$ cat config.mk
export PLATFORM = sky130hd
export DESIGN_NAME = fft_drm_rd_streamer
export DESIGN_NICKNAME = d
export VERILOG_FILES = /design/src/rtl/fft_drm_pkg.sv /design/src/rtl/fft_drm_skid_fifo.sv /design/src/rtl/fft_drm_rd_streamer.sv
export SDC_FILE = /design/constraint.sdc
export NUM_CORES = 1
export LEC_CHECK = 0
export CAP_MARGIN = 15
export CORE_ASPECT_RATIO = 2
export CORE_UTILIZATION = 55
export CTS_CLUSTER_DIAMETER = 30
export DETAILED_ROUTE_END_ITERATION = 6
export HOLD_SLACK_MARGIN = 0.08
export PLACE_DENSITY = 0.78
export SLEW_MARGIN = 20
export SYNTH_ARGS = -nofsm -noshare
export SYNTH_HDL_FRONTEND = slang
export SYNTH_SLANG_ARGS = --single-unit
export TNS_END_PERCENT = 50
$ cat constraint.sdc
create_clock -name rd_clk -period 8.7 [get_ports rd_clk]
set_input_delay 1.305 -clock rd_clk [delete_from_list [all_inputs] [get_ports rd_clk]]
set_output_delay 1.305 -clock rd_clk [all_outputs]
set_load 0.005 [all_outputs]
$ cat src/rtl/fft_drm_pkg.sv
// fft_drm_pkg: shared widths, read latency and sequencer states for the FFT data-RAM read side
package fft_drm_pkg;
  localparam int DRM_ADDR_W     = 9;
  localparam int DRM_DATA_W     = 36;
  localparam int DRM_RD_LATENCY = 2;
  typedef enum logic [1:0] {IDLE, RUN, DRAIN} drm_state_e;
endpackage

$ cat src/rtl/fft_drm_skid_fifo.sv
// fft_drm_skid_fifo: small register FIFO with occupancy count that soaks up words still arriving from the RAM
module fft_drm_skid_fifo #(
  parameter int DEPTH = 4,
  parameter int WIDTH = 37
) (
  input  logic                       rd_clk,
  input  logic                       rd_rst,
  input  logic                       wr_en,
  input  logic [WIDTH-1:0]           wr_data,
  input  logic                       rd_en,
  output logic [WIDTH-1:0]           rd_data,
  output logic [$clog2(DEPTH+1)-1:0] count
);
  localparam int PW = DEPTH > 1 ? $clog2(DEPTH) : 1;
  localparam int CW = $clog2(DEPTH + 1);
  logic [WIDTH-1:0] mem [DEPTH];
  logic [PW-1:0] wp, rp;
  assign rd_data = mem[rp];
  always_ff @(posedge rd_clk or posedge rd_rst)
    if (rd_rst) begin
      mem   <= '{default: '0};
      wp    <= '0;
      rp    <= '0;
      count <= '0;
    end else begin
      if (wr_en) begin
        mem[wp] <= wr_data;
        wp      <= wp == PW'(DEPTH - 1) ? '0 : wp + 1'b1;
      end
      if (rd_en) rp <= rp == PW'(DEPTH - 1) ? '0 : rp + 1'b1;
      count <= count + CW'(wr_en) - CW'(rd_en);
    end
endmodule

$ cat src/rtl/fft_drm_rd_streamer.sv
// fft_drm_rd_streamer: reads a frame of consecutive RAM words and delivers them as a valid/ready
// stream with last marking, issuing reads only while the skid FIFO has room for every word in flight.
module fft_drm_rd_streamer
  import fft_drm_pkg::*;
#(
  parameter int ADDR_WIDTH = DRM_ADDR_W,
  parameter int DATA_WIDTH = DRM_DATA_W,
  parameter int RD_LATENCY = DRM_RD_LATENCY,
  parameter int SKID_DEPTH = 4
) (
  input  logic                  rd_clk,
  input  logic                  rd_rst,
  input  logic                  start,
  input  logic [ADDR_WIDTH-1:0] base_addr,
  input  logic [ADDR_WIDTH:0]   frame_len,
  output logic                  busy,
  output logic                  done,
  output logic [ADDR_WIDTH-1:0] ram_rd_addr,
  output logic                  ram_rd_clk_en,
  output logic                  ram_rd_oce,
  input  logic [DATA_WIDTH-1:0] ram_rd_data,
  output logic [DATA_WIDTH-1:0] m_data,
  output logic                  m_valid,
  input  logic                  m_ready,
  output logic                  m_last
);
  localparam int CW = $clog2(SKID_DEPTH + 1);
  drm_state_e state, state_nx;
  logic [ADDR_WIDTH-1:0] base, cur_base;
  logic [ADDR_WIDTH:0] len, issue_cnt, cur_len, cur_cnt;
  logic [RD_LATENCY-1:0] pipe_v, pipe_l;
  logic [CW-1:0] fifo_count;
  logic [DATA_WIDTH:0] head;
  logic accept, issue, is_last, pop, fin;
  assign accept   = state == IDLE && start && frame_len != '0;
  // The first read launches on the accepting edge, straight from the start inputs
  assign cur_base = accept ? base_addr : base;
  assign cur_len  = accept ? frame_len : len;
  assign cur_cnt  = accept ? '0 : issue_cnt;
  assign is_last  = cur_cnt == cur_len - 1'b1;
  // Credit covers FIFO words plus reads still in the RAM pipe, so the tail write never overflows
  assign issue    = (accept || state == RUN) && cur_cnt < cur_len &&
                    int'(fifo_count) + $countones(pipe_v) < SKID_DEPTH;
  assign m_valid  = fifo_count != '0;
  assign m_data   = head[DATA_WIDTH-1:0];
  assign m_last   = m_valid && head[DATA_WIDTH];
  assign pop      = m_valid && m_ready;
  assign fin      = state == DRAIN && pop && m_last;
  assign ram_rd_clk_en = busy;
  assign ram_rd_oce    = busy;
  always_comb state_nx = fin ? IDLE : (issue && is_last) ? DRAIN : accept ? RUN : state;
  always_ff @(posedge rd_clk or posedge rd_rst)
    if (rd_rst) begin
      state       <= IDLE;
      busy        <= 1'b0;
      done        <= 1'b0;
      base        <= '0;
      len         <= '0;
      issue_cnt   <= '0;
      ram_rd_addr <= '0;
      pipe_v      <= '0;
      pipe_l      <= '0;
    end else begin
      state  <= state_nx;
      busy   <= state_nx != IDLE;
      done   <= fin;
      pipe_v <= (pipe_v << 1) | RD_LATENCY'(issue);
      pipe_l <= (pipe_l << 1) | RD_LATENCY'(issue && is_last);
      if (accept) begin
        base <= base_addr;
        len  <= frame_len;
      end
      if (issue) begin
        ram_rd_addr <= cur_base + cur_cnt[ADDR_WIDTH-1:0];
        issue_cnt   <= cur_cnt + 1'b1;
      end
    end
  fft_drm_skid_fifo #(.DEPTH(SKID_DEPTH), .WIDTH(DATA_WIDTH + 1)) u_fifo (
    .rd_clk  (rd_clk),
    .rd_rst  (rd_rst),
    .wr_en   (pipe_v[RD_LATENCY-1]),
    .wr_data ({pipe_l[RD_LATENCY-1], ram_rd_data}),
    .rd_en   (pop),
    .rd_data (head),
    .count   (fifo_count)
  );
endmodule

==> summary.md, run 1 <==
| Metric | Value |
|---|---|
| Outcome | `complete, no violations` |
| Register Area | `5030 µm²` |
| Via Count | `6409` |
| Slew headroom | `0.263` |
| Setup Skew | `0.0158 ns` |
| Pins Over Slew Limit | `0` |
| RePlAce Congestion | `0.899` |
| Post-CTS resize count | `0` |
| Hold_buf cts | `0` |
| Num rows | `68` |
| Clk sinks | `201` |
| Routed vias/inst | `5.98` |
| Routed WL per cell | `21.1 µm` |
| Area growth syn-to-layout | `23.6%` |
| Drt pass-1 iters | `5` |
| Initial DRC count | `235` |
| Clock transition at path regs | `0.07 ns` |
| Nets | `928` |
| Buf/Inv on CP | `4` |
| CP Capture Type | `flip-flop` |
| Die span in y | `190 µm` |
| Chip Width | `96.0 µm` |
| Port Buf Inserts | `109` |
| Crit share post-route | `0.547` |
| Fin. Hold Viols | `0` |
| Hold Path Cell Cnt | `0` |
| VDD IR max | `0.000240 V` |
| Max-cap violations | `0` |
| CTS root buf | `clkbuf_16` |
| Total GRT Usage | `0.261` |
| Core area | `17300 µm²` |
| Finish-stage setup viols | `0` |
| Critical Path RT | `9.11 ns` |
| CTS Buffer Depth | `3` |
| Fmax | `210 MHz` |
| Worst Path Arrival | `5.17 ns` |
| Layout cell share with drive strength beyond 1 | `0.307` |
| Setup crit start kind | `input pin` |
| Largest net degree at the start of global routing | `141` |
| Leakage | `5.16 nW` |
| Worst-Skew Late Latency | `0.53 ns` |
| Yosys warnings | `0` |
| Postcts setup bufs | `0` |
| Placed Area | `11000 µm²` |
| Initial antenna violation count | `1` |
| Mapped Cells | `730` |
| Post-synth EDFFs | `0` |
| Starting Density | `0.563` |
| RSZ-0062 raised after global routing | `no` |
| Stages on the worst setup path | `16` |
| DRC | `0` |
| FFs w/ async S/R, synth | `1.00` |
| Commonest non-fill, non-tap cells in the layout | `dfrtp_1, mux2_2, clkdlybuf4s50_1, nand2_1, mux4_2` |
| Final Non-Filler Cells | `1071` |
| Commonest non-fill, non-tap cell in the layout | `dfrtp_1` |
| Synthesized area | `9730 µm²` |
| Depth of the most critical reg-to-reg path | `15` |
| TritonCTS clock tree | `done` |
| Finished Core Util | `0.696` |
| Yosys reg bits | `201` |
| Die area | `18300 µm²` |
| Hold crit path type | `reg -> reg` |
| GRT Residual Overflow | `0` |
| Placed cells | `1018` |
| Fill cell count | `1189` |
| Vias in the first global route | `7250` |
| Multi-input gate area | `4450 µm²` |
| Final worst-path setup slack | `3.94 ns` |
| Delay-heaviest family, CP | `buffers and inverters` |
| Post-layout minimum cycle time | `4.76 ns` |
| CTS Buf Count | `28` |
| Seq/Total Area, Yosys | `0.517` |
| Detailed-route wire length | `22600 µm` |
| H-tree levels | `1` |
| Pre-CTS setup slack | `3.40 ns` |
| Syn Nets | `820` |
| Synth cell types | `54` |
| Worst slew pin tran | `1.10 ns` |
| Critical Path Max Stage Delay | `0.59 ns` |
| Setup CP Type | `in -> reg` |
| I/O pin total | `110` |
| First-pass GRT wire length | `36000 µm` |
| Pwr Density | `427 nW/µm²` |
| Synth Flop Type | `dfrtp_1` |
| Setup TNS | `0 ns` |
| Mapped Avg Cell Area | `13.3 µm²` |
| Reg2Reg Setup Slack | `5.07 ns` |
| Worst Path Max Fanout | `37` |
| Slowest CP cell | `or4_4` |
| Final HPWL DP | `15400 µm` |
| Crit-path cells | `clkdlybuf4s50_1 > or4_4 > o31ai_4 > buf_4 > nand2_1 > and2_1 > ha_1 > nor2b_1 > o21a_1 > o211ai_1 > a211o_1 > o211ai_1 > buf_4 > clkinv_1 > a21oi_1 > a21oi_1` |
| Final antenna-violating net count | `0` |
| Cell area after layout | `12000 µm²` |
worst register-to-register path, delay by kind of cell, from the launching register on:
| kind | cells | cell delay (ns) |
|---|---|---|
| buffers and inverters | 2 | 0.13 |
| and+or+nand+nor | 3 | 0.81 |
| xor gates and xnor gates | 1 | 0.18 |
| DFF | 1 | 0.46 |
| adders and majority gates | 2 | 0.58 |
| AOI/OAI and AO/OA | 7 | 1.40 |
final cells by class:
class	count	area share
diodes	1	0.000208
clock buffers	30	0.0615
clock inverters	22	0.0238
inverters	28	0.00937
multi-input cells	465	0.370
flip-flops and latches	201	0.419
well taps	210	0.0219
repair buffers	114	0.0939
cells in the mapped netlist (5+ instances only):
cell | number | area [µm²]
a21o_1 | 5 | 37.5
mux4_2 | 37 | 833
xnor2_1 | 10 | 87.6
a31oi_1 | 5 | 31.3
dfrtp_1 | 201 | 5030
a21oi_1 | 11 | 55.1
mux2_2 | 150 | 1690
and2_1 | 16 | 100
a22oi_1 | 6 | 45.0
o31ai_1 | 8 | 60.1
clkbuf_1 | 25 | 93.8
o21ai_0 | 34 | 170
nor2_1 | 21 | 78.8
inv_1 | 27 | 101
nand3_1 | 9 | 45.0
xor2_1 | 8 | 70.1
nand4_1 | 5 | 31.3
ha_1 | 29 | 363
nand2_1 | 56 | 210
buf_1 | 6 | 22.5
registers in the layout, summed over array words and instances, names as in the netlist:
register	cells
u_fifo.wp	2
pipe_v	2
state	2
issue_cnt	10
busy	1
u_fifo.mem	148
ram_rd_addr	9
u_fifo.count	3
u_fifo.rp	2
base	9
pipe_l	2
done	1
len	10
final timing paths:
path                                    from              to
worst min-delay path               pipe_l[0]       pipe_l[1]
worst min register to register     pipe_l[0]       pipe_l[1]
worst max register to register      state[0]  ram_rd_addr[8]
min in group asynchronous             rd_rst  ram_rd_addr[3]
max in group asynchronous             rd_rst    u_fifo.rp[0]
worst max-delay path            frame_len[3]    issue_cnt[2]
power breakdown:
part           total (W)  leakage [nW]  internal [W]  switching, W
Clock            0.00120         0.492      0.000732      0.000472
Combinational    0.00222          2.28       0.00128      0.000942
Sequential       0.00171          2.39       0.00139      0.000315
Total            0.00513          5.16       0.00340       0.00173
stage by stage:
stage                     total power, W  hold WS, ns
after floorplan                  0.00306        0.331
after global placement           0.00381        0.334
after detailed placement         0.00396        0.356
after CTS                        0.00518        0.366
after global routing             0.00545        0.367
final                            0.00513        0.365
kinds of logic after synthesis:
family / count (synthesis) / synth area share
compound gates: 96 / 0.0683
buf+inv: 64 / 0.0261
xor+xnor: 18 / 0.0162
mux: 190 / 0.262
flops: 201 / 0.517
simple gates: 130 / 0.0683
fa+ha+maj: 31 / 0.0414
metal layers:
metal | vias to the layer above | routed length [µm] | share of wire | GRT usage
li1 | 2882 | - | - | -
met5 | - | 0 | 0 | 0
met4 | 0 | 1250 | 0.055 | 0.147
met1 | 3262 | 7700 | 0.34 | 0.261
met3 | 69 | 1030 | 0.046 | 0.0408
met2 | 196 | 12600 | 0.56 | 0.489
Note: power is estimated with default switching activity, not from simulation.
==> run 2, diff against run 1 <==
- clock period: 8.7 -> 5 ns (I/O delays scaled with it)
==> run 2 against run 1 <==
Compared with the run above: die area stayed put; flip-flop and latch count stayed put; non-clock buffer count is 2 higher; cell count hardly changed; critical path type unchanged; critical endpoint is now busy.
==> summary.md, run 2 (same netlist as run 1, synthesis figures left out) <==
| Metric | Value |
|---|---|
| Setup Skew | `0.0220 ns (+0.00618 ns)` |
| Routed vias/inst | `6.02 (+0.65%)` |
| Slew headroom | `0.272 (+0.00846)` |
| VDD IR max | `0.000565 V (+140%)` |
| RePlAce Congestion | `0.872 (-3.0%)` |
| Vias in the first global route | `7211 (-0.54%)` |
| Die span in y | `190 µm (unchanged)` |
| Max-cap violations | `0 (unchanged)` |
| Worst Path Max Fanout | `37 (unchanged)` |
| Outcome | `complete, no violations` |
| Layout cell share with drive strength beyond 1 | `0.305 (-0.00187)` |
| Pins Over Slew Limit | `0 (unchanged)` |
| Sw Pwr | `0.00296 W (+71%)` |
| Via Count | `6457 (+0.75%)` |
| CTS root buf | `clkbuf_16` |
| Drt pass-1 iters | `4 (-1)` |
| Crit share post-route | `0.816` |
| CTS Buffer Depth | `3 (unchanged)` |
| Area growth syn-to-layout | `23.7%` |
| H-tree levels | `1 (unchanged)` |
| Postcts setup bufs | `0 (unchanged)` |
| Pre-CTS setup slack | `0.461 ns (-2.94 ns)` |
| Commonest non-fill, non-tap cells in the layout | `dfrtp_1, mux2_2, clkdlybuf4s50_1, nand2_1, mux4_2` |
| Inserted Diodes | `0 (-1)` |
| Clock transition at path regs | `0.06 ns (about the same)` |
| Port Buf Inserts | `109 (unchanged)` |
| Logic pwr share | `0.430 (-0.003)` |
| Slowest CP cell | `or4_4` |
| Seq pwr share | `0.337 (+0.004)` |
| Clk sinks | `201 (unchanged)` |
| Hold_buf cts | `0 (unchanged)` |
| Sw Share | `0.331 (-0.00601)` |
| Finish-stage setup viols | `0 (unchanged)` |
| Fin. Hold Viols | `0 (unchanged)` |
| Final worst-path setup slack | `0.922 ns (-3.02 ns)` |
| CTS Buf Count | `29 (+3.6%)` |
| Post-layout minimum cycle time | `4.08 ns` |
| Final antenna-violating net count | `0 (unchanged)` |
| Worst slew pin tran | `1.09 ns (-0.0126 ns)` |
| Setup TNS | `0 ns (unchanged)` |
| Initial DRC count | `200 (-15%)` |
| Max FFs per register | `148 (unchanged)` |
| Most frequent CP cell | `o31ai_4` |
| Reg2Reg Setup Slack | `1.60 ns (-3.47 ns)` |
| Worst hold margin | `0.354 ns (-0.0114 ns)` |
| I/O pin total | `110 (unchanged)` |
| Setup crit start kind | `input pin` |
| Overall power | `0.00893 W (+74%)` |
| GRT Residual Overflow | `0 (unchanged)` |
| Critical Path Max Stage Delay | `0.62 ns (+0.03 ns)` |
| Critical Path RT | `5.45 ns (-3.66 ns)` |
| Leakage | `5.17 nW (+0.15%)` |
| Core area | `17300 µm² (unchanged)` |
| Total GRT Usage | `0.260 (-0.00122)` |
| CP Capture Type | `flip-flop` |
| Final HPWL DP | `15400 µm (+0.28%)` |
| Worst-Skew Late Latency | `0.53 ns (about the same)` |
| DRC | `0 (unchanged)` |
| Pwr Density | `743 nW/µm² (+74%)` |
| Largest net degree at the start of global routing | `136 (-3.5%)` |
| Hold crit path type | `reg -> reg` |
| First-pass GRT wire length | `36100 µm (+0.23%)` |
| Fmax | `245 MHz` |
| Setup CP Type | `in -> reg` |
| Clk pwr share | `0.233 (-0.002)` |
| Die area | `18300 µm² (unchanged)` |
| Num rows | `68 (unchanged)` |
| Largest Register | `u_fifo.mem` |
| TritonCTS clock tree | `done` |
| Routed WL per cell | `21.1 µm (about the same)` |
| Int Power | `0.00598 W (+76%)` |
| Initial antenna violation count | `0 (-1)` |
| Worst Path Arrival | `4.52 ns (-0.65 ns)` |
| Detailed-route wire length | `22600 µm (about the same)` |
| Starting Density | `0.563 (unchanged)` |
| RSZ-0062 raised after global routing | `no` |
| Crit-path cells | `clkdlybuf4s50_1 > or4_4 > o31ai_4 > buf_12 > nand2_1 > and2_1 > ha_1 > or3_1 > a211o_1 > and4bb_2 > nand4_1 > o31ai_4 > o21bai_1` |
| Chip Width | `96.0 µm (unchanged)` |
| Post-CTS resize count | `0 (unchanged)` |
| Leading registers by flop count | `u_fifo.mem (148), issue_cnt (10), len (10)` |
| Commonest non-fill, non-tap cell in the layout | `dfrtp_1` |
| Nets | `931 (+0.32%)` |
==> run 2: through the flow <==
| stage | area [µm²] | std cells | utilization |
|---|---|---|---|
| after floorplan | 9730 | 730 | - |
| after global placement | 11000 | 1020 | 0.638 |
| after detailed placement | 11000 | 1020 | 0.638 |
| after CTS | 12000 | 1072 | 0.697 |
| after global routing | 12000 | 1072 | 0.697 |
| final | 12000 | 1072 | 0.697 |
==> run 2: path summary, 6_finish.rpt <==
check | startpoint | endpoint | depth (start not counted)
setup / recovery | frame_len[7] | busy | 13
hold / removal | pipe_l[0] | pipe_l[1] | 0
setup reg to reg | state[0] | busy | 13
hold reg to reg | pipe_l[0] | pipe_l[1] | 0
max in group asynchronous | rd_rst | u_fifo.rp[0] | 3
min in group asynchronous | rd_rst | ram_rd_addr[5] | 2
==> run 2: routing by layer <==
metal  routed length, µm  vias to the layer above  global-route usage
met2               13000                      199               0.489
met4                 999                        0               0.125
met5                   0                        -                   0
met1                7630                     3304               0.267
met3                 963                       57              0.0424
li1                    -                     2897                   -
==> run 2: layout make-up <==
| class | count | area, µm² |
|---|---|---|
| clock buffers | 34 | 764 |
| clock inverters | 18 | 243 |
| inverters | 28 | 109 |
| flip-flops and latches | 201 | 5030 |
| repair buffers | 116 | 1170 |
| multi-input cells | 465 | 4450 |
| fillers | 1188 | 5240 |
| well taps | 210 | 263 |
==> run 2: power by group through the flow <==
| stage | sequential [W] | clock [W] | combinational, W |
|---|---|---|---|
| final | 0.00301 | 0.00208 | 0.00384 |
| after global routing | 0.00311 | 0.00219 | 0.00418 |
| after CTS | 0.00302 | 0.00212 | 0.00389 |
| after detailed placement | 0.00303 | 0 | 0.00386 |
| after global placement | 0.00293 | 0 | 0.00370 |
| after floorplan | 0.00273 | 0 | 0.00260 |
==> run 2: critical path: cells and delay by family <==
family,cells,cell delay (ns)
adder cells (fa/ha/maj),1,0.31
buffers and inverters,2,0.80
AO/OA/AOI/OAI,4,0.93
AND/OR/NAND/NOR,6,1.72
==> run 3, diff against run 2 <==
- CORE_UTILIZATION: 55 -> 51
- PLACE_DENSITY: 0.78 -> 0.76
- clock period: 5 -> 3.35 ns (I/O delays scaled with it)
==> run 3 against run 2 <==
Compared with the run above: clock power increased by 31%; wire length up 11%; critical path type unchanged; critical endpoint unchanged; combinational power increased by 70%; highest routed layer unchanged; largest cell class unchanged.
==> summary.md, run 3 (same netlist as run 1, synthesis figures left out) <==
| Metric | Value |
|---|---|
| Outcome | `complete, no violations` |
| Final HPWL DP | `17500 µm (+13%)` |
| RSZ-0062 raised after global routing | `no` |
| Finished Core Util | `0.673 (-0.0240)` |
| CTS Buffer Depth | `3 (unchanged)` |
| Pre-CTS setup slack | `-0.709 ns (-1.17 ns)` |
| Largest Register | `u_fifo.mem` |
| Post-layout minimum cycle time | `3.27 ns` |
| Worst Path Arrival | `3.72 ns (-0.80 ns)` |
| Critical Path RT | `3.81 ns (-1.64 ns)` |
| Inserted Diodes | `0 (unchanged)` |
| RePlAce Congestion | `0.919 (+5.3%)` |
| Final worst-path setup slack | `0.0825 ns (-0.840 ns)` |
| Worst-Skew Late Latency | `0.54 ns (about the same)` |
| Finish-stage setup viols | `0 (unchanged)` |
| Worst slew pin tran | `1.11 ns (+0.0186 ns)` |
| Vias in the first global route | `7826 (+8.5%)` |
| GRT Residual Overflow | `0 (unchanged)` |
| Core area | `18700 µm² (+8.5%)` |
| Depth of the most critical reg-to-reg path | `16 (+3)` |
| Total GRT Usage | `0.266 (+0.00607)` |
| Worst Path Max Fanout | `6 (-84%)` |
| CP Capture Type | `flip-flop` |
| Crit-path cells | `dlygate4sd2_1 > or4_4 > o31ai_4 > buf_6 > nand2_1 > and2_4 > ha_1 > or3_1 > a211o_1 > and4bb_2 > nand4_1 > o31ai_4 > o21bai_1` |
| Final antenna-violating net count | `0 (unchanged)` |
| Via Count | `6818 (+5.6%)` |
| Leakage | `5.51 nW (+6.7%)` |
| CTS root buf | `clkbuf_16` |
| Setup TNS | `0 ns (unchanged)` |
| Hold Path Cell Cnt | `0 (unchanged)` |
| Clk sinks | `201 (unchanged)` |
| CTS Buf Count | `27 (-6.9%)` |
| H-tree levels | `1 (unchanged)` |
| Max FFs per register | `148 (unchanged)` |
| Num rows | `71 (+4.4%)` |
| Critical Path Max Stage Delay | `0.56 ns (-0.06 ns)` |
| Die span in y | `197 µm (+3.8%)` |
| Max-cap violations | `0 (unchanged)` |
| Routed WL per cell | `21.0 µm (-0.37%)` |
| DRC | `0 (unchanged)` |
| Hold crit path type | `reg -> reg` |
| Initial DRC count | `258 (+29%)` |
| Starting Density | `0.519 (-0.0442)` |
| Pwr Density | `1090 nW/µm² (+46%)` |
| Crit share post-route | `0.975` |
| Leading registers by flop count | `u_fifo.mem (148), issue_cnt (10), len (10)` |
| Fmax | `306 MHz` |
| First-pass GRT wire length | `39800 µm (+10%)` |
| Die area | `19700 µm² (+7.7%)` |
| Drt pass-1 iters | `4 (unchanged)` |
| TritonCTS clock tree | `done` |
| Worst hold margin | `0.345 ns (-0.00850 ns)` |
| Fin. Hold Viols | `0 (unchanged)` |
| Slew headroom | `0.259 (-0.0125)` |
| Largest net degree at the start of global routing | `77 (-43%)` |
| Detailed-route wire length | `25000 µm (+11%)` |
| Initial antenna violation count | `0 (unchanged)` |
| Layout cell share with drive strength beyond 1 | `0.373 (+0.0682)` |
| Setup CP Type | `in -> reg` |
| Nets | `1007 (+8.2%)` |
| Setup Skew | `0.0184 ns (-0.00366 ns)` |
| Overall power | `0.0137 W (+53%)` |
| Slowest CP cell | `or4_4` |
| Setup crit start kind | `input pin` |
| Area growth syn-to-layout | `29.6%` |
| Most frequent CP cell | `o31ai_4` |
| VDD IR max | `0.000730 V (+29%)` |
| Commonest non-fill, non-tap cells in the layout | `dfrtp_1, mux2_2, clkdlybuf4s50_1, buf_4, nand2_1` |
| Clock transition at path regs | `0.06 ns (about the same)` |
| Port Buf Inserts | `109 (unchanged)` |
| Chip Width | `99.6 µm (+3.8%)` |
| I/O pin total | `110 (unchanged)` |
| Commonest non-fill, non-tap cell in the layout | `dfrtp_1` |
| Routed vias/inst | `5.73 (-4.9%)` |
| Pins Over Slew Limit | `0 (unchanged)` |
-- run 3: changes by cell type in the layout (fill, tap and decap cells not counted), sizes merged --
cell           before  now
clkinv              5    7
bufinv              4    1
dlymetal6s2s        0    3
clkbuf             34   29
clkdlybuf4s50     109  101
buf                 7   85
dlygate4sd2         0    5
inv                33   34
-- run 3: path summary, 6_finish.rpt --
path | slack, ns | startpoint | endpoint
max in group asynchronous | 2.08 | rd_rst | u_fifo.mem[40]
worst min register to register | 0.35 | pipe_l[0] | pipe_l[1]
worst min-delay path | 0.35 | pipe_l[0] | pipe_l[1]
worst max-delay path | 0.08 | frame_len[1] | busy
worst max register to register | 0.16 | state[0] | ram_rd_addr[8]
min in group asynchronous | 0.44 | rd_rst | u_fifo.mem[103]
-- run 3: critical path: cells and delay by family --
| kind | cells | cell delay (ns) |
|---|---|---|
| fa+ha+maj | 1 | 0.27 |
| simple gates | 6 | 1.58 |
| buf+inv | 2 | 0.42 |
| compound gates | 4 | 0.97 |
-- run 3: layer usage --
metal	wire, µm	GRT usage
met5	0	0
met4	1420	0.156
met3	1000	0.0326
met2	14500	0.525
met1	8110	0.254
-- run 3: through the flow --
step                cells  cell area, µm²
floorplan             730            9730
global placement     1130           11600
detailed placement   1130           11600
CTS                  1190           12600
global route         1190           12600
finish               1190           12600
-- run 3: final cells by class --
| type | count | area, µm² |
|---|---|---|
| sequential | 201 | 5030 |
| clock buffer | 29 | 683 |
| multi-input combinational | 465 | 4510 |
| tap | 255 | 319 |
| clock inverter | 18 | 185 |
| inverter | 28 | 109 |
| fill | 1358 | 6140 |
| timing repair buffer | 194 | 1770 |
-- run 3: where the power goes --
group	switching [W]	internal (W)	leakage (nW)	total [W]
combinational	0.00268	0.00385	2.70	0.00653
sequential	0.000808	0.00362	2.39	0.00443
clock	0.00114	0.00159	0.417	0.00273
-- run 3: repair_timing --
action | 4_1_cts | 5_1_grt
cloned | 1 | 0
resized for setup | 18 | 12
hold endpoints to repair | 0 | 0
endpoints found under the setup margin | 12 | 23
pin swaps | 12 | 11
setup buffers | 12 | 0
hold buffers | 0 | 0
==> patch 1, RTL diff (config.mk and constraints of run 3) <==
Reset style: synchronous (`rd_rst`), changed in 2 clocked blocks.
--- a/src/rtl/fft_drm_skid_fifo.sv
+++ b/src/rtl/fft_drm_skid_fifo.sv
@@ -17,5 +17,5 @@
   logic [PW-1:0] wp, rp;
   assign rd_data = mem[rp];
-  always_ff @(posedge rd_clk or posedge rd_rst)
+  always_ff @(posedge rd_clk)
     if (rd_rst) begin
       mem   <= '{default: '0};
--- a/src/rtl/fft_drm_rd_streamer.sv
+++ b/src/rtl/fft_drm_rd_streamer.sv
@@ -50,5 +50,5 @@
   assign ram_rd_oce    = busy;
   always_comb state_nx = fin ? IDLE : (issue && is_last) ? DRAIN : accept ? RUN : state;
-  always_ff @(posedge rd_clk or posedge rd_rst)
+  always_ff @(posedge rd_clk)
     if (rd_rst) begin
       state       <= IDLE;
Check against the original RTL: differs if rd_rst is asserted again (counterexample within 4 cycles, from zero or initial values and one cycle with rd_rst high); with rd_rst held inactive, the same outputs for 10 cycles.
==> patch 1 against run 3 <==
- sequential cell count unchanged
- area after synthesis down 6.3%
- critical path depth up 1
- final area down 3.7%
- fmax down 1.7%
- critical path type is now reg -> reg
- global-route usage up 1.2 points
- final cell count up 24%
- setup slack worse by 0.057 ns
- highest routed layer unchanged
- core utilization up 2.7 points
- routed wire length up 0.73%
Power is not compared: it rests on default switching activity, and its combinational part moved more than twofold at a synthesized area within 25%.
==> patch 1: results (changes against run 3) <==
| Metric | Value |
|---|---|
| Run status | `finished, final reports clean (unchanged)` |
| Multi-input logic cell count | `790 (was 465)` |
| Skew-Pair Late Insertion Delay | `0.53 ns` |
| Total core area | `17400 sq um (was 18700 sq um)` |
| Max incr delay on CP | `0.41 ns (was 0.56 ns)` |
| Fillers | `1333 (was 1358)` |
| Vias in the first global route | `8353 (was 7826)` |
| Placer Congestion | `0.899 (was 0.919)` |
| Final #Nets | `1340 (was 1007)` |
| First-pass GRT wire length | `39900 um (was 39800 um)` |
| Sequential cell area share | `0.332 (was 0.399)` |
| Asr flop ratio synth | `0 (was 1.00)` |
| Post-place instance area | `11000 sq um (was 11600 sq um)` |
| Ys flop type | `dfxtp_1 (was dfrtp_1)` |
| Most numerous cell in the Yosys netlist | `nand2_1 (was dfrtp_1)` |
| Slowest library cell on the worst path | `or3b_4 (was or4_4)` |
| Hpwl dp | `16300 um (was 17500 um)` |
| Commonest cells in the netlist | `nand2_1, dfxtp_1, a21oi_1 (was dfrtp_1, mux2_2, nand2_1)` |
| Seq/Total Area, Yosys | `0.441 (was 0.517)` |
| DR iter-0 viols | `367 (was 258)` |
| Rel. slew slack | `0.344 (was 0.259)` |
| Clk tree area frac | `0.0716 (was 0.0689)` |
| Routed len/inst | `17.0 um (was 21.0 um)` |
| Hold depth | `2 (was 0)` |
| Top delay family on crit path | `compound AO/OA/AOI/OAI gates (was simple AND/OR/NAND/NOR gates)` |
| Skew final | `0.0147 ns (was 0.0184 ns)` |
| Distinct cell type count of the synthesized netlist | `60 (was 54)` |
| Share of layout cells above drive strength 1 | `0.179 (was 0.373)` |
| CP Max Fanout | `4 (was 6)` |
| HP Class | `in -> reg (was reg -> reg)` |
| R2r worst-path depth | `14 (was 16)` |
| Antenna violations before repair | `0 (unchanged)` |
| # port buffers | `109 (unchanged)` |
| Largest net degree at the start of global routing | `100 (was 77)` |
| Total Routing Usage GR | `0.278 (was 0.266)` |
| First-pass iteration count of the detailed router | `5 (was 4)` |
| Non-clock inverters | `19 (was 28)` |
patch 1: what timing repair did:
item / in CTS / in global routing
gates resized for setup: 15 / 27
gates cloned: 1 / 1
endpoints found under the setup margin: 19 / 22
pin swaps: 6 / 25
buffers inserted: 7 / 6
patch 1: worst paths after layout:
| kind | startpoint | end | slack (ns) |
|---|---|---|---|
| hold reg to reg | u_fifo.mem[68] | u_fifo.mem[68] | 0.45 |
| setup reg to reg | state[1] | issue_cnt[4] | 0.03 |
| setup / recovery | state[1] | issue_cnt[4] | 0.03 |
| hold / removal | rd_rst | len[5] | 0.41 |
patch 1: cell families after synthesis:
logic type	after synthesis	synth area share
buffers and inverters	91	0.0388
adder cells (fa/ha/maj)	31	0.0442
AO/OA/AOI/OAI	242	0.150
XOR/XNOR	17	0.0163
multiplexers	48	0.103
AND/OR/NAND/NOR	451	0.205
flip-flops	201	0.441
patch 1: per-layer routing:
layer	vias to the layer above	wire length [um]	track usage
li1	4029	-	-
met4	0	1200	0.152
met1	3916	8800	0.280
met3	76	1230	0.0386
met2	265	13900	0.524
met5	-	0	0
patch 1: through the flow:
step	setup TNS [ns]	util	hold WS (ns)	instances	setup slack, ns
final	0	0.700	0.410	1481	0.0252
after global routing	-0.518	0.700	0.452	1481	-0.105
after CTS	0	0.690	0.416	1476	0.000458
after detailed placement	-13.50	0.633	0.443	1419	-0.726
after global placement	-11.56	0.633	0.439	1419	-0.613
after floorplan	-1.68	-	0.414	1081	-0.203
patch 1: power breakdown:
group / internal (uW) / switching (uW) / total [uW]
Sequential: 2480 / 85.5 / 2570
Combinational: 666 / 619 / 1280
Clock: 1550 / 1160 / 2710
==> patch 2, RTL diff (settings of run 3) <==
Without the edit above. Change the package constant `DRM_ADDR_W` from 9 to 7.
--- a/src/rtl/fft_drm_pkg.sv
+++ b/src/rtl/fft_drm_pkg.sv
@@ -1,5 +1,5 @@
 // fft_drm_pkg: shared widths, read latency and sequencer states for the FFT data-RAM read side
 package fft_drm_pkg;
-  localparam int DRM_ADDR_W     = 9;
+  localparam int DRM_ADDR_W     = 7;
   localparam int DRM_DATA_W     = 36;
   localparam int DRM_RD_LATENCY = 2;
Ports: changed (resized base_addr, frame_len and ram_rd_addr); port bits go from 110 to 104. No check against the original RTL was run, so the function may have changed too.
==> patch 2 against run 3 <==
- die area down 6.4%
- routed wire length down 13%
- final area down 8.6%
- global-route usage down 1.2 points
- sequential cell count down 8
- setup slack better by 0.022 ns
- fmax up 0.67%
- synthesized cell count down 11%
- total power down 10%
- area after synthesis down 6.5%
- largest cell class unchanged
- highest routed layer unchanged
==> patch 2: results (changes against run 3) <==
| Metric | Value |
|---|---|
| Run status | `finished, final reports clean (unchanged)` |
| Hpwl dp | `15400 um (was 17500 um)` |
| R2r worst-path depth | `14 (was 16)` |
| Largest net degree at the start of global routing | `71 (was 77)` |
| Peak supply drop | `663 uV (was 730 uV)` |
| Nonclk buf count | `167 (was 194)` |
| Skew-Pair Late Insertion Delay | `0.42 ns (was 0.54 ns)` |
| Distinct cell type count of the synthesized netlist | `52 (was 54)` |
| Non-clock buffer share | `0.138 (was 0.141)` |
| Flop2flop setup slack | `0.10 ns (was 0.16 ns)` |
| Multi-input logic cell count | `401 (was 465)` |
| GR met3 Demand/Resource | `0.0470 (was 0.0326)` |
| CP Max Fanout | `15 (was 6)` |
| Total Routing Usage GR | `0.254 (was 0.266)` |
| Commonest cells in the netlist | `dfrtp_1, mux2_2, nand2_1 (unchanged)` |
| Clk tree area frac | `0.0520 (was 0.0689)` |
| Fin Hold WS | `0.360 ns (was 0.345 ns)` |
| Sw Share | `0.324 (was 0.338)` |
| Non-clock inverters | `25 (was 28)` |
| Multi-input combinational area share | `0.360 (was 0.357)` |
| Max Root-Sink Buffers | `2 (was 3)` |
| Final #Nets | `886 (was 1007)` |
| Clock sinks | `193 (was 201)` |
| GRT met2 Usage | `0.489 (was 0.525)` |
| Vias in the first global route | `6750 (was 7826)` |
| Crit share post-route | `0.969 (was 0.975)` |
| DR iter-0 viols | `210 (was 258)` |
| Root Driver | `clkbuf_16 (unchanged)` |
| Slowest library cell on the worst path | `dfrtp_1 (was or4_4)` |
| Post-place setup slack | `-0.623 ns (was -0.709 ns)` |
| First-pass GRT wire length | `34300 um (was 39800 um)` |
| Biggest regs | `u_fifo.mem: 148 flops, issue_cnt: 8 flops, len: 8 flops (was u_fifo.mem: 148 flops, issue_cnt: 10 flops, len: 10 flops)` |
| Met1 Use GR | `0.248 (was 0.254)` |
| Worst Max-Slew Pin Slew | `1.12 ns (was 1.11 ns)` |
| Vias per Instance | `5.79 (was 5.73)` |
| LEAKAGE | `0.00505 uW (was 0.00551 uW)` |
| Max incr delay on CP | `0.43 ns (was 0.56 ns)` |
| Worst setup path start | `state[0] (was frame_len[1])` |
| Mapped Nets | `732 (was 820)` |
| Share of layout cells above drive strength 1 | `0.394 (was 0.373)` |
| Synth area leaders | `dfrtp_1, mux2_2, mux4_2 (unchanged)` |
| Sequential cell area share | `0.419 (was 0.399)` |
| # port buffers | `103 (was 109)` |
| Placer Congestion | `0.944 (was 0.919)` |
| Fillers | `1312 (was 1358)` |
| CP arrival | `3.59 ns (was 3.72 ns)` |
| Seq/Total Area, Yosys | `0.531 (was 0.517)` |
| CTS Buf Count | `17 (was 27)` |
## patch 2: worst max-delay path: cells and delay by family (launching register included)
family	cells	cell delay [ns]
buffers and inverters	3	0.34
adders and majority gates	1	0.28
DFF	1	0.43
and+or+nand+nor	6	1.50
AOI/OAI and AO/OA	4	0.61
## patch 2: cell families after synthesis
logic type,share of synthesized area
compound gates,0.0429
xor+xnor,0.0154
fa+ha+maj,0.0374
buf+inv,0.0250
flops,0.531
mux,0.290
simple gates,0.0584
## patch 2: power groups by stage
| stage | clock, uW | sequential, uW | combinational [uW] |
|---|---|---|---|
| 4_1_cts | 2120 | 4210 | 5990 |
| 2_1_floorplan | 0 | 3930 | 3600 |
| 6_report | 2080 | 4220 | 6020 |
| 3_3_place_gp | 0 | 4090 | 5620 |
| 3_5_place_dp | 0 | 4250 | 5870 |
| 5_1_grt | 2200 | 4350 | 6540 |
## patch 2: what timing repair did
action,in CTS,in global routing
pin swaps,5,13
gates resized for setup,13,26
cloned,0,1
buffers inserted,0,3
setup endpoints to repair,16,16
## patch 2: metal layers
metal,up-vias,share of wire
met4,0,0.046
met3,48,0.030
met5,-,0
met2,126,0.58
met1,3105,0.34
li1,2672,-
## patch 2: stage by stage
| stage | util | instances | cell area (sq um) | power, uW |
|---|---|---|---|---|
| 5_1_grt | 0.664 | 1027 | 11500 | 13100 |
| 3_3_place_gp | 0.620 | 992 | 10800 | 9710 |
| 4_1_cts | 0.657 | 1023 | 11400 | 12300 |
| 3_5_place_dp | 0.620 | 992 | 10800 | 10100 |
| 2_1_floorplan | - | 651 | 9090 | 7530 |
| 6_report | 0.664 | 1027 | 11500 | 12300 |
